`src/rtl/div_arbiter_pkg.sv`:
```
// Shared definitions for the round-robin divider scheduler.
// Holds the default geometry, the scheduler state encoding and the
// divide-by-zero quotient pattern. Imported by div_arbiter and div_seq.
package div_arbiter_pkg;

    localparam int DEF_N = 4;
    localparam int DEF_W = 16;

    typedef enum logic [1:0] {
        ST_IDLE = 2'd0,
        ST_RUN  = 2'd1,
        ST_DONE = 2'd2
    } state_t;

    // All-ones quotient reported for divide-by-zero; sliced to W bits at use.
    localparam logic [63:0] DBZ_Q = '1;

endpackage

```
`src/rtl/div_arbiter_div_seq.sv`:
```
// div_seq: W-bit unsigned restoring divider, one quotient bit per cycle.
// Ports:
//   clk, rst          clock, synchronous active-high reset (control only)
//   start             load dividend/divisor and begin iterating
//   dividend, divisor operands, sampled on start
//   busy              iterating
//   done              combinational strobe: this cycle is the final step,
//                     q/r/dbz carry the final result
//   q, r              result of the current step (final when done)
//   dbz               the loaded divisor is zero
module div_seq
    import div_arbiter_pkg::*;
#(
    parameter int W = DEF_W
) (
    input  logic         clk,
    input  logic         rst,
    input  logic         start,
    input  logic [W-1:0] dividend,
    input  logic [W-1:0] divisor,
    output logic         busy,
    output logic         done,
    output logic [W-1:0] q,
    output logic [W-1:0] r,
    output logic         dbz
);

    localparam int CW = $clog2(W + 1);

    logic [W-1:0]  rem_p0;
    logic [W-1:0]  quo_p0;   // holds the dividend, shifted out MSB first as quotient bits shift in
    logic [W-1:0]  dvs_p0;
    logic [CW-1:0] cnt;
    logic [W:0]    diff;

    always_comb begin
        diff = {rem_p0, quo_p0[W-1]} - {1'b0, dvs_p0};
        dbz  = (dvs_p0 == '0);
        done = busy && (dbz || cnt == CW'(1));
        if (dbz) begin
            q = DBZ_Q[W-1:0];
            r = quo_p0;
        end else if (diff[W]) begin
            // Trial subtraction went negative: restore (keep shifted remainder).
            q = {quo_p0[W-2:0], 1'b0};
            r = {rem_p0[W-2:0], quo_p0[W-1]};
        end else begin
            q = {quo_p0[W-2:0], 1'b1};
            r = diff[W-1:0];
        end
    end

    always_ff @(posedge clk) begin
        if (rst) begin
            busy <= 1'b0;
            cnt  <= '0;
        end else if (start) begin
            busy <= 1'b1;
            cnt  <= CW'(W);
        end else if (busy) begin
            cnt <= cnt - CW'(1);
            if (done) begin
                busy <= 1'b0;
            end
        end
    end

    // ---- operand / iteration registers ----
    always_ff @(posedge clk) begin
        if (start) begin
            rem_p0 <= '0;
            quo_p0 <= dividend;
            dvs_p0 <= divisor;
        end else if (busy) begin
            rem_p0 <= r;
            quo_p0 <= q;
        end
    end

endmodule

```
`src/rtl/div_arbiter.sv`:
```
// div_arbiter: round-robin scheduler sharing one iterative divider among
// N requesters.
// Ports:
//   clk, rst   clock, synchronous active-high reset
//   req[N]     per-lane request, held until the matching gnt
//   x, y       packed dividends / divisors, lane i at [i*W +: W]
//   gnt[N]     one-hot pulse in the first RUN cycle of the granted lane
//   busy       division in progress (RUN or DONE)
//   done       one-cycle result strobe
//   done_id    lane whose result is on q/r
//   q, r, dbz  quotient, remainder, divide-by-zero flag (held until next done)
module div_arbiter
    import div_arbiter_pkg::*;
#(
    parameter int N = DEF_N,
    parameter int W = DEF_W
) (
    input  logic                 clk,
    input  logic                 rst,
    input  logic [N-1:0]         req,
    input  logic [N*W-1:0]       x,
    input  logic [N*W-1:0]       y,
    output logic [N-1:0]         gnt,
    output logic                 busy,
    output logic                 done,
    output logic [$clog2(N)-1:0] done_id,
    output logic [W-1:0]         q,
    output logic [W-1:0]         r,
    output logic                 dbz
);

    localparam int IDW = $clog2(N);

    state_t         state, state_nxt;
    logic [IDW-1:0] ptr;
    logic [IDW-1:0] win;
    logic [IDW-1:0] cur_id;
    logic           found;
    logic           start;
    logic [W-1:0]   sel_x, sel_y;
    logic           seq_busy, seq_done, seq_dbz;
    logic [W-1:0]   seq_q, seq_r;

    // Round-robin search: first set req bit after ptr, wrapping modulo N.
    always_comb begin
        found = 1'b0;
        win   = ptr;
        for (int k = 1; k <= N; k++) begin
            if (!found && req[(int'(ptr) + k) % N]) begin
                found = 1'b1;
                win   = IDW'((int'(ptr) + k) % N);
            end
        end
    end

    always_comb begin
        sel_x = x[win*W +: W];
        sel_y = y[win*W +: W];
    end

    always_comb begin
        state_nxt = state;
        start     = 1'b0;
        case (state)
            ST_IDLE: begin
                if (found) begin
                    state_nxt = ST_RUN;
                    start     = 1'b1;
                end
            end
            ST_RUN: begin
                if (seq_done) begin
                    state_nxt = ST_DONE;
                end else if (!seq_busy) begin
                    // Divider idle while we think it runs: recover.
                    state_nxt = ST_IDLE;
                end
            end
            ST_DONE: begin
                if (found) begin
                    state_nxt = ST_RUN;
                    start     = 1'b1;
                end else begin
                    state_nxt = ST_IDLE;
                end
            end
            default: state_nxt = ST_IDLE;
        endcase
    end

    div_seq #(.W(W)) u_div (
        .clk      (clk),
        .rst      (rst),
        .start    (start),
        .dividend (sel_x),
        .divisor  (sel_y),
        .busy     (seq_busy),
        .done     (seq_done),
        .q        (seq_q),
        .r        (seq_r),
        .dbz      (seq_dbz)
    );

    // ---- registered scheduler state and outputs ----
    always_ff @(posedge clk) begin
        if (rst) begin
            state   <= ST_IDLE;
            ptr     <= IDW'(N - 1);
            cur_id  <= '0;
            gnt     <= '0;
            busy    <= 1'b0;
            done    <= 1'b0;
            done_id <= '0;
            q       <= '0;
            r       <= '0;
            dbz     <= 1'b0;
        end else begin
            state <= state_nxt;
            busy  <= (state_nxt != ST_IDLE);
            gnt   <= '0;
            done  <= 1'b0;
            if (start) begin
                ptr    <= win;
                cur_id <= win;
                gnt    <= N'(1) << win;
            end
            if (state == ST_RUN && seq_done) begin
                done    <= 1'b1;
                done_id <= cur_id;
                q       <= seq_q;
                r       <= seq_r;
                dbz     <= seq_dbz;
            end
        end
    end

endmodule

```
`config.mk`:
```
export PLATFORM = sky130hd
export DESIGN_NAME = div_arbiter
export DESIGN_NICKNAME = d
export VERILOG_FILES = /design/src/rtl/div_arbiter_pkg.sv /design/src/rtl/div_arbiter_div_seq.sv /design/src/rtl/div_arbiter.sv
export SDC_FILE = /design/constraint.sdc
export NUM_CORES = 1
export LEC_CHECK = 0
export CAP_MARGIN = 10
export CORE_MARGIN = 2
export CORE_UTILIZATION = 49
export DETAILED_ROUTE_END_ITERATION = 6
export MAX_ROUTING_LAYER = met4
export PLACE_DENSITY = 0.82
export SLEW_MARGIN = 30
export SYNTH_ARGS = -nofsm -noshare
export SYNTH_HDL_FRONTEND = slang
export SYNTH_SLANG_ARGS = --single-unit
```
`constraint.sdc`:
```
create_clock -name clk -period 8.4 [get_ports clk]
set_clock_uncertainty 0.2 [all_clocks]
set_input_delay 1.68 -clock clk [delete_from_list [all_inputs] [get_ports clk]]
set_output_delay 1.68 -clock clk [all_outputs]
set_load 0.05 [all_outputs]
```
* After elaboration in Yosys (flattened, before gate mapping) *
Index checks and enable logic that the tools add are counted.

operators by class
  $add $sub $neg = 6
  $lt $le $gt $ge = 4
  equality and inequality tests = 3
  shift operators = 3
  muxes and demuxes = 39
  bitwise operators = 5
  reductions and logical operators = 20

operators by type and width
  kind                                                                          count
  64-bit by 7-bit variable part select with 16-bit output                       2
  16-bit 2-to-1 mux                                                             5
  1-bit 2-to-1 mux                                                              20
  17-bit by 16-bit subtractor with 17-bit output                                1
  16-bit zero test                                                              1
  3-bit by 4-bit less-than comparator with 1-bit output, second input constant  4
  2-bit 2-to-1 mux                                                              7
  2-bit OR reduction                                                            7
  5-bit 2-to-1 mux                                                              2
  1-bit binary-select mux with 2-bit select                                     4
  2-bit one-hot mux with 3 select lines                                         1
  5-bit by 1-bit equality test with 1-bit output, second input constant         1
  1-bit logical AND                                                             5
  5-bit by 1-bit subtractor with 5-bit output, second input constant            1
  2-bit by 1-bit adder with 2-bit output, second input constant                 2
  2-bit adder, second input constant                                            2
  1-bit AND, first input constant                                               4
  2-bit nonzero test                                                            2
  1-bit by 2-bit << shifter with 4-bit output, first input constant             1
  1-bit zero test                                                               3
  2-bit by 1-bit equality test with 1-bit output, second input constant         1
  2-bit equality test, second input constant                                    1
  2-bit zero test                                                               1
  1-bit logical OR                                                              1
  1-bit inverter                                                                1

storage, ports and cells
  bits in registers = 101
  input port bits = 134
  output and inout bits = 41
  logic and storage cells = 96

* Logic depth before layout (Yosys ltp) *
Gate-level depths: netlist (run 1).

  depth in word-level cells = 20
  mapped depth = 14
  gate-level depth less buffers = 11

* Cells and area by module *
From an unflattened synthesis (run 1), not the netlist that was laid out.

second synthesis, totals
  cells, all modules = 674
  area, all modules = 6233.5 µm²

by module, submodules not included
  module       times used  cells each  area an instance (µm²)
  div_seq      1           361         3432.0
  div_arbiter  1           313         2801.4

* Worst setup path after synthesis (run 1) *
OpenSTA, ideal clock, no wires.

  kind = input to register
  from = input req[3]
  to = register u_div.quo_p0[10], data pin
  data arrival time = 3.211 ns
  required time = 7.930 ns
  slack = 4.719 ns
  cell stages on the path = 7
  path through = mux2i_1 -> nor2_1 -> a221oi_1 -> clkbuf_1 -> mux2_2 -> a211oi_1 -> a21oi_1

on the way
  longest elaborated chain between the ends = 16

RTL lines
  element                                                                             line                       RTL
  start: declaration                                                                  div_arbiter.sv:20          input logic [N-1:0] req,
  branches (longest 15 deep; another with 1-bit binary-select mux with 2-bit select)  n/a
  16-bit 2-to-1 mux (*)                                                               div_arbiter_div_seq.sv:70  if (start) begin
  end signal: assignment                                                              div_arbiter_div_seq.sv:72  quo_p0 <= dividend;
  end signal: assignment                                                              div_arbiter_div_seq.sv:76  quo_p0 <= q;
  end: declaration                                                                    div_arbiter_div_seq.sv:31  logic [W-1:0] quo_p0;

Every way passes the cells marked *. The select of a mux whose other input is x is not followed.
A chain may end at the register's enable or synchronous reset.

* Final worst setup path (run 1) *
  from = input req[3]
  to = register u_div.quo_p0[0], data pin

The elaborated chain is that of the path after synthesis.

==> flow_summary.yaml, run 1 <==
synthesis:
  synth_area_sq_um: 5930
  yosys.area_share.adder_pct: 4.14
  async_flop_share_pct: 0
  syn-num-nets: 813
  ys.flop_type: "dfxtp_1"
  netlist_instances: 660
  synth_mux_area_share_pct: 8.78
  synthSimpleGateAreaFrac_pct: 14.9
  netlist_top_cells_count: "75 x a21oi_1, 73 x nor2_1, 69 x dfxtp_1"
  synth_top_cell_area_share_pct: 23.3
  synth-seq-cells: 101
  yosys_warnings: 0
  synth_top_family_by_area: "compound AO/OA/AOI/OAI gates"
  yosysMostFrequentCell: "a21oi_1"
  synth-xor-area-share_pct: 2.36
  synth-seq-area-share_pct: 39.5
  yosys-top-cells-area: "dfxtp_1 23%, edfxtp_1 16%, a21oi_1 6.3%"
  synth_cell_types: 57
  synth_edf_count: 32
  synth_top_area_cell: "dfxtp_1"
  synth_compound_area_share_pct: 24.7
  syn_area_per_cell_sq_um: 8.98
placement:
  place_congestion: 0.930
  placed_area_sq_um: 7680
  port_buffers: 174
  hpwlAfterDp_mm: 12.8
worst_setup_path:
  crit_path_start: "req[3]"
  reg2reg_from: "u_div.dvs_p0[0]"
  crit_chain: "clkdlybuf4s50_1, inv_1, o22ai_1, a221oi_4, buf_6, mux2_2, a211oi_1, a31oi_1"
  crit_fanout: 86
  crit_required_ps: 8250
  slowest_delay_ps: 620
  crit_path_start_kind: "primary input"
  crit_slowest_cell: "buf_6"
  crit_arrival_ps: 4040
  critPathKind: "primary input to flip-flop"
  end_kind: "flip-flop"
global_route:
  grt_pass1_vias: 5512
  grt_max_degree: 87
  antenna_found_initial: 0
  grt_first_pass_wirelength_mm: 26.9
  gr-total-overflow: 0
  track_usage_pct: 26.9
detailed_routing:
  routed_wl_mm: 17.0
  drt_pass1_iterations: 4
  topRoutingLayerUsed: "met4"
  met1_length_mm: 7.05
  drtAntennaViolNets: 0
  vias_per_cell: 5.85
  dr_wl_met3_um: 953
  detail_route.iter0.violations: 360
  num_vias: 5561
  drt_drc_violations_left: 0
  wl_met2_mm: 8.41
  post_drt_wl_per_cell_um: 17.9
finish:
  drive_above_1_share_pct: 7.09
  fin_util_pct: 67.0
  area_delta_synth_final_pct: 34.6
  final_area_sq_um: 7980
  layout.nets: 952
  n_antenna_cell: 0
die:
  start_util_pct: 49.8
  die_w_um: 114
  die-area_sq_um: 13000
  pin_count: 175
  core_area_sq_um: 11900
  fp.dieH_um: 114
  fp-row-count: 40
sta:
  finalHoldViolCount: 0
  holdWs_ps: 259
  final_max_slew_viol_count: 0
  max-slew-margin-rel_pct: 42.5
  fmax_ghz: 0.239
  finalSetupViolations: 0
  fin_crit_sh_pct: 49.8
  rsz0062_at_grt: "false"
  tns_ps: 0
  tightestPinTransition_ps: 862
  fin_crit_ps: 4190
clocking:
  postCtsResizedCells: 0
  htreeDepth: 3
  cts_hold_buf: 0
  cts_made_buffers: 9
  cts.clk_slew.worst_paths_ps: 70
  cts_root_buffer: "clkbuf_16"
  postCtsSetupBuffers: 0
  cts_tree: "done"
  clock_latency_ps: 340
  clockBufferDepth: 2
  cts.sinks: 101
run:
  drv_cap: 0
pwr:
  powerDensity_nw_per_um2: 187
  p_leak_uw: 0.00298
  peakVddDrop_mv: 0.143
min_path:
  hold_path_class: "flip-flop to flip-flop"
  min_from: "cur_id[1]"
outcome:
  status: "completed"
-- worst paths after layout --
path	to	slack [ps]	cells past startpoint
max	u_div.quo_p0[0]	4210	8
min	cur_id[1]	260	2
max reg2reg	r[8]	4570	10
min reg2reg	cur_id[1]	260	2
-- flip-flops by register name (all words and copies together) (netlist names), 4 cells and up --
name          count
q                16
u_div.quo_p0     16
u_div.rem_p0     16
gnt               4
u_div.cnt         5
u_div.dvs_p0     16
r                16
-- cells in the final DEF, fill, tap and decap left out, types with 3 or more instances in the layout --
cell type,netlist,final
clkdlybuf4s50_1,0,174
a21oi_1,75,75
nor2_1,73,72
dfxtp_1,69,68
a211oi_1,49,49
mux2i_1,34,34
nand2_1,34,34
edfxtp_1,32,32
inv_1,26,25
o21ai_0,23,23
nor2b_1,20,20
o211ai_1,19,19
ha_1,18,18
nand2b_1,16,16
mux2_2,16,16
nand3b_1,10,10
a21o_1,9,9
xnor2_1,9,9
clkbuf_16,0,9
nor3_1,7,7
xor2_1,7,7
o211ai_2,6,6
a31oi_1,5,5
nor4_1,5,5
o21a_1,5,5
buf_4,0,4
or2_2,3,3
o31ai_1,3,3
clkinv_4,0,3
-- stage by stage --
step | setup slack (ps) | cells | total power (uW)
floorplan | 4720 | 660 | 932
global placement | 3820 | 935 | 1080
detailed placement | 3670 | 935 | 1100
CTS | 4010 | 951 | 1490
global route | 4000 | 951 | 1560
finish | 4210 | 951 | 1490
-- layout make-up --
cell class	count	area (sq um)
tap	147	184
multi-input combinational	482	3280
clock buffer	11	253
sequential	101	2340
fill	924	3930
clock inverter	5	35.0
timing repair buffer	179	1780
inverter	26	97.6
-- layer usage --
layer / track usage, % / vias to the layer above
met5: - / -
met4: 12.4 / 0
met3: 2.44 / 46
met2: 44.0 / 221
met1: 33.7 / 2603
li1: - / 2691
-- cells by family (layout without fill, tap and decap cells) --
family | after synthesis | count (layout)
AND/OR/NAND/NOR | 181 | 181
AO/OA/AOI/OAI | 216 | 216
buffers and inverters | 77 | 221
XOR/XNOR | 16 | 16
multiplexers | 50 | 50
flip-flops | 101 | 101
adder cells (fa/ha/maj) | 19 | 19
-- critical path: cells and delay by family --
kind	cells	cell delay, ps
buffers and inverters	3	1210
AO/OA/AOI/OAI	4	710
multiplexers	1	400
-- power by group --
group | switching, uW | internal [uW] | total [uW]
Sequential | 61.0 | 584 | 645
Clock | 178 | 217 | 395
Combinational | 251 | 202 | 453
Total | 489 | 1000 | 1490
(Power assumes the default switching activity.)
==> inputs of run 2 (changes only) <==
--- a/config.mk
+++ b/config.mk
@@ -7,10 +7,10 @@
 export LEC_CHECK = 0
 export CAP_MARGIN = 10
 export CORE_MARGIN = 2
-export CORE_UTILIZATION = 49
+export CORE_UTILIZATION = 43
 export DETAILED_ROUTE_END_ITERATION = 6
 export MAX_ROUTING_LAYER = met4
-export PLACE_DENSITY = 0.82
+export PLACE_DENSITY = 0.76
 export SLEW_MARGIN = 30
 export SYNTH_ARGS = -nofsm -noshare
 export SYNTH_HDL_FRONTEND = slang
==> constraint.sdc (replaced) <==
create_clock -name clk -period 3.4 [get_ports clk]
set_clock_uncertainty 0.2 [all_clocks]
set_input_delay 0.68 -clock clk [delete_from_list [all_inputs] [get_ports clk]]
set_output_delay 0.68 -clock clk [all_outputs]
set_load 0.05 [all_outputs]
==> run 2 against run 1 <==
  * Die area increased by 13%
  * Count of clock-buffer cells in the layout did not move
  * Wire length up 0.39%
  * Largest cell class unchanged
  * Non-clock buffer count up 12
==> flow_summary.yaml, run 2 (synthesis gave the netlist of run 1 again) <==
pwr:
  clockPowerShare_pct: 29.4
  seqPwrFrac_pct: 40.6
  switching_share_pct: 31.3
  powerDensity_nw_per_um2: 473
  p_leak_uw: 0.00306
  peakVddDrop_mv: 0.274
  p_int_uw: 2660
  p_comb_share_pct: 30.1
  totalPowerFinal_uw: 3860
  p_switching_uw: 1210
outcome:
  status: "completed"
worst_setup_path:
  crit_family: "simple AND/OR/NAND/NOR gates"
  r2r_slack_ps: 220
  crit_required_ps: 3410
  crit_fanout: 9
  critPathKind: "flip-flop to flip-flop"
  crit_path_start_kind: "flip-flop"
  crit_chain: "inv_1, ha_1, nand2_1, or4_1, a211oi_2, o21a_1, or2_1, buf_4, o211ai_2, o211ai_1, a21oi_1"
  reg2reg_depth: 11
  r2r-end: "r[2]"
  end_kind: "flip-flop"
  path_buf_inv: 2
  reg2reg_from: "u_div.dvs_p0[13]"
  crit_slowest_cell: "or4_1"
  slowest_delay_ps: 550
  crit_arrival_ps: 3190
die:
  pin_count: 175
  die_w_um: 121
  fp.dieH_um: 121
  fp-row-count: 42
  start_util_pct: 44.4
  core_area_sq_um: 13300
  die-area_sq_um: 14700
sta:
  fin_crit_ps: 3180
  finalSetupViolations: 0
  tns_ps: 0
  tightestPinTransition_ps: 559
  max-slew-margin-rel_pct: 62.6
  setup_ws_ps: 219
  final_max_slew_viol_count: 0
  fin_crit_sh_pct: 93.6
  fmax_ghz: 0.314
  finalHoldViolCount: 0
  rsz0062_at_grt: "false"
detailed_routing:
  post_drt_wl_per_cell_um: 17.2
  drt_drc_violations_left: 0
  num_vias: 5513
  routed_wl_mm: 17.1
  drt_pass1_iterations: 5
  detail_route.iter0.violations: 352
  vias_per_cell: 5.56
  drtAntennaViolNets: 0
placement:
  hpwlAfterDp_mm: 13.0
  port_buffers: 174
  dp_slack_ps: 155
  place_congestion: 0.913
global_route:
  grt_max_degree: 54
  met3_usage_pct: 3.52
  grt_first_pass_wirelength_mm: 27.6
  gr-total-overflow: 0
  track_usage_pct: 24.3
  gr-usage-met1_pct: 31.8
  grt_pass1_vias: 5428
  grt.busiest_layer: "met2"
  met2_usage_pct: 39.5
  antenna_found_initial: 0
clocking:
  cts_hold_buf: 0
  clockBufferDepth: 2
  cts.sinks: 101
  postCtsResizedCells: 0
  postCtsSetupBuffers: 0
  cts_tree: "done"
  htreeDepth: 3
  cts_made_buffers: 9
  cts.clk_slew.worst_paths_ps: 70
  clock_latency_ps: 340
  cts_root_buffer: "clkbuf_16"
run:
  drv_cap: 0
finish:
  final_cell_mix: "174 x clkdlybuf4s50_1, 75 x a21oi_1, 72 x nor2_1, 69 x dfxtp_1, 49 x a211oi_1"
  n_antenna_cell: 0
  layout.nets: 964
  num-fill-cells: 1113
  area_delta_synth_final_pct: 37.9
  drive_above_1_share_pct: 8.10
  final_common_cell: "clkdlybuf4s50_1"
min_path:
  hold_path_class: "flip-flop to flip-flop"
  min_from: "r[3]"
  min_delay_path_depth: 2
  whs_endpoint: "r[3]"
[run 2: per-layer routing]
metal,wire length (um),vias to the layer above
met5,0,-
met4,350,0
met3,891,24
met2,8260,186
met1,7580,2592
li1,-,2711
[run 2: final cells by class]
type | count | area [sq um] | area share [%]
multi-input cells | 482 | 3270 | 40.1
flip-flops and latches | 101 | 2340 | 28.7
inverters | 26 | 97.6 | 1.19
clock inverters | 4 | 77.6 | 0.949
repair buffers | 191 | 1910 | 23.3
clock buffers | 11 | 254 | 3.11
well taps | 176 | 220 | 2.69
[run 2: worst min-delay path, delay by kind of cell (launching register included)]
family	cells	cell delay [ps]
compound gates	1	50
flops	1	310
simple gates	1	50
[run 2: how the worst max path moves through the flow]
| stage | from | to | slack, ps | depth (start not counted) |
|---|---|---|---|---|
| after global routing | u_div.dvs_p0[5] | u_div.rem_p0[4] | 30 | 11 |
| after global placement | req[1] | u_div.quo_p0[2] | 260 | 8 |
| final | u_div.dvs_p0[13] | r[2] | 220 | 11 |
| after floorplan | u_div.dvs_p0[0] | r[8] | 580 | 12 |
| after CTS | u_div.dvs_p0[0] | r[2] | 230 | 11 |
| after detailed placement | req[1] | u_div.dvs_p0[0] | 160 | 8 |
[run 2: per-stage QoR]
stage	cells	instance area [sq um]	util, %	hold WS, ps
final	991	8170	61.2	257
after global routing	991	8170	61.2	276
after CTS	991	8170	61.2	262
after detailed placement	976	7840	58.7	250
after global placement	976	7840	58.7	242
after floorplan	660	5930	-	232
[run 2: power by group through the flow]
stage | Sequential (uW) | Clock [uW] | Combinational [uW]
2_1_floorplan | 1560 | 0 | 747
3_3_place_gp | 1580 | 0 | 1140
3_5_place_dp | 1590 | 0 | 1160
4_1_cts | 1560 | 1140 | 1160
5_1_grt | 1580 | 1190 | 1270
6_report | 1570 | 1140 | 1160
==> inputs of run 3 (changes only) <==
--- a/config.mk
+++ b/config.mk
@@ -6,6 +6,7 @@
 export NUM_CORES = 1
 export LEC_CHECK = 0
 export CAP_MARGIN = 10
+export CORE_ASPECT_RATIO = 1.5
 export CORE_MARGIN = 2
 export CORE_UTILIZATION = 43
 export DETAILED_ROUTE_END_ITERATION = 6
==> run 3 against run 2 <==
  * Register-to-register slack got worse by 30 ps
  * Count of clock-buffer cells in the layout is 2 higher
  * Power down 0.63%
  * Design area shrank 0.35%
  * Clock power hardly changed
  * Utilization shrank 0.76 points
  * Sequential share of layout area grew 0.10 points
  * Wire length up 2.0%
  * First-iteration DRC count down 11%
  * Die area grew 0.13%
  * Global-route usage is 0.37 points higher
  * Largest power group unchanged
==> flow_summary.yaml, run 3 (synthesis gave the netlist of run 1 again) <==
outcome:
  status: "completed"
global_route:
  grt_first_pass_wirelength_mm: 28.2
  grt_max_degree: 55
  antenna_found_initial: 0
  track_usage_pct: 24.7
  gr-total-overflow: 0
  grt_pass1_vias: 5676
finish:
  final_cell_mix: "173 x clkdlybuf4s50_1, 75 x a21oi_1, 72 x nor2_1, 69 x dfxtp_1, 49 x a211oi_1"
  layout.nets: 962
  multi_input_area_sq_um: 3280
  seq_area_sq_um: 2340
  area_delta_synth_final_pct: 37.4
  n_antenna_cell: 0
  drive_above_1_share_pct: 8.11
  final_common_cell: "clkdlybuf4s50_1"
  instances_no_fill: 976
  num-fill-cells: 1141
die:
  die_w_um: 99.9
  die-area_sq_um: 14800
  core_area_sq_um: 13500
  fp-row-count: 52
  fp.dieH_um: 148
  pin_count: 175
  start_util_pct: 44.0
pwr:
  switching_share_pct: 31.5
  peakVddDrop_mv: 0.245
  clockPowerShare_pct: 29.2
  p_leak_uw: 0.00305
  p_switching_uw: 1210
  p_comb_share_pct: 30.1
  p_int_uw: 2630
  seqPwrFrac_pct: 40.7
  powerDensity_nw_per_um2: 472
sta:
  final_max_slew_viol_count: 0
  tightestPinTransition_ps: 640
  finalSetupViolations: 0
  fin_crit_sh_pct: 94.5
  finalHoldViolCount: 0
  tns_ps: 0
  fmax_ghz: 0.311
  fin_crit_ps: 3210
  max-slew-margin-rel_pct: 57.3
  rsz0062_at_grt: "false"
clocking:
  cts.sinks: 101
  clock_latency_ps: 340
  cts_made_buffers: 9
  cts_root_buffer: "clkbuf_16"
  cts.clk_slew.worst_paths_ps: 70
  htreeDepth: 3
  cts_tree: "done"
  clockBufferDepth: 2
  postCtsSetupBuffers: 0
min_path:
  hold_path_class: "flip-flop to flip-flop"
placement:
  port_buffers: 174
  place_congestion: 0.939
  hpwlAfterDp_mm: 13.3
  placed_cells: 960
worst_setup_path:
  crit_arrival_ps: 3270
  crit_path_start_kind: "flip-flop"
  crit_required_ps: 3460
  crit_fanout: 10
  end_kind: "flip-flop"
  critPathKind: "flip-flop to flip-flop"
detailed_routing:
  num_vias: 5561
  routed_wl_mm: 17.4
  detail_route.iter0.violations: 312
  drtAntennaViolNets: 0
  drt_drc_violations_left: 0
  post_drt_wl_per_cell_um: 17.8
  vias_per_cell: 5.70
  drt_pass1_iterations: 4
run:
  drv_cap: 0
## run 3: final cells by class
class                      count  share of cell area (%)
clock buffer                  13                    3.47
tap                          162                    2.49
multi-input combinational    482                    40.3
clock inverter                 3                   0.584
sequential                   101                    28.8
timing repair buffer         189                    23.2
inverter                      26                    1.20
## run 3: path summary, 6_finish.rpt
kind | from | end | slack (ps) | cells after the start
worst max register to register | u_div.dvs_p0[0] | r[9] | 190 | 11
worst min-delay path | cur_id[1] | done_id[1] | 260 | 2
worst max-delay path | u_div.dvs_p0[0] | r[9] | 190 | 11
worst min register to register | cur_id[1] | done_id[1] | 260 | 2
## run 3: per-stage QoR
step | total power (uW) | setup WS (ps) | utilization (%) | area (sq um) | hold slack, ps
floorplan | 2300 | 581 | - | 5930 | 232
global placement | 2710 | 239 | 58.0 | 7810 | 247
detailed placement | 2730 | 183 | 58.0 | 7810 | 250
CTS | 3840 | 134 | 60.4 | 8140 | 260
global route | 4020 | 64.7 | 60.5 | 8140 | 295
finish | 3840 | 187 | 60.5 | 8140 | 260
## run 3: timing repair
action	4_1_cts	5_1_grt
setup endpoints to repair	0	2
hold endpoints to repair	0	0
hold buffers	0	0
gates resized for setup	0	1
## run 3: critical path, cell delays in order, from the launching register on
cell and delay [ps]:
edfxtp_1 430, ha_1 250, fa_1 400, nand2b_1 180, a21o_1 200, a211oi_2 280
nor3_2 150, or2_4 300, buf_4 170, o311ai_4 290, o211ai_1 130, a21oi_1 170
## run 3: power by group through the flow
stage               Clock (uW)  Sequential (uW)  Combinational [uW]
floorplan                    0             1560                 747
global placement             0             1580                1130
detailed placement           0             1580                1150
CTS                       1130             1560                1160
global route              1170             1580                1280
finish                    1120             1560                1160
## run 3: metal layers
| layer | GRT usage (%) | part of all wire, % | wire, um | vias up |
|---|---|---|---|---|
| met5 | - | 0 | 0 | - |
| met3 | 2.65 | 4.5 | 790 | 46 |
| met2 | 44.3 | 54 | 9330 | 176 |
| li1 | - | - | - | 2699 |
| met4 | 9.93 | 3.4 | 588 | 0 |
| met1 | 27.8 | 38 | 6700 | 2640 |
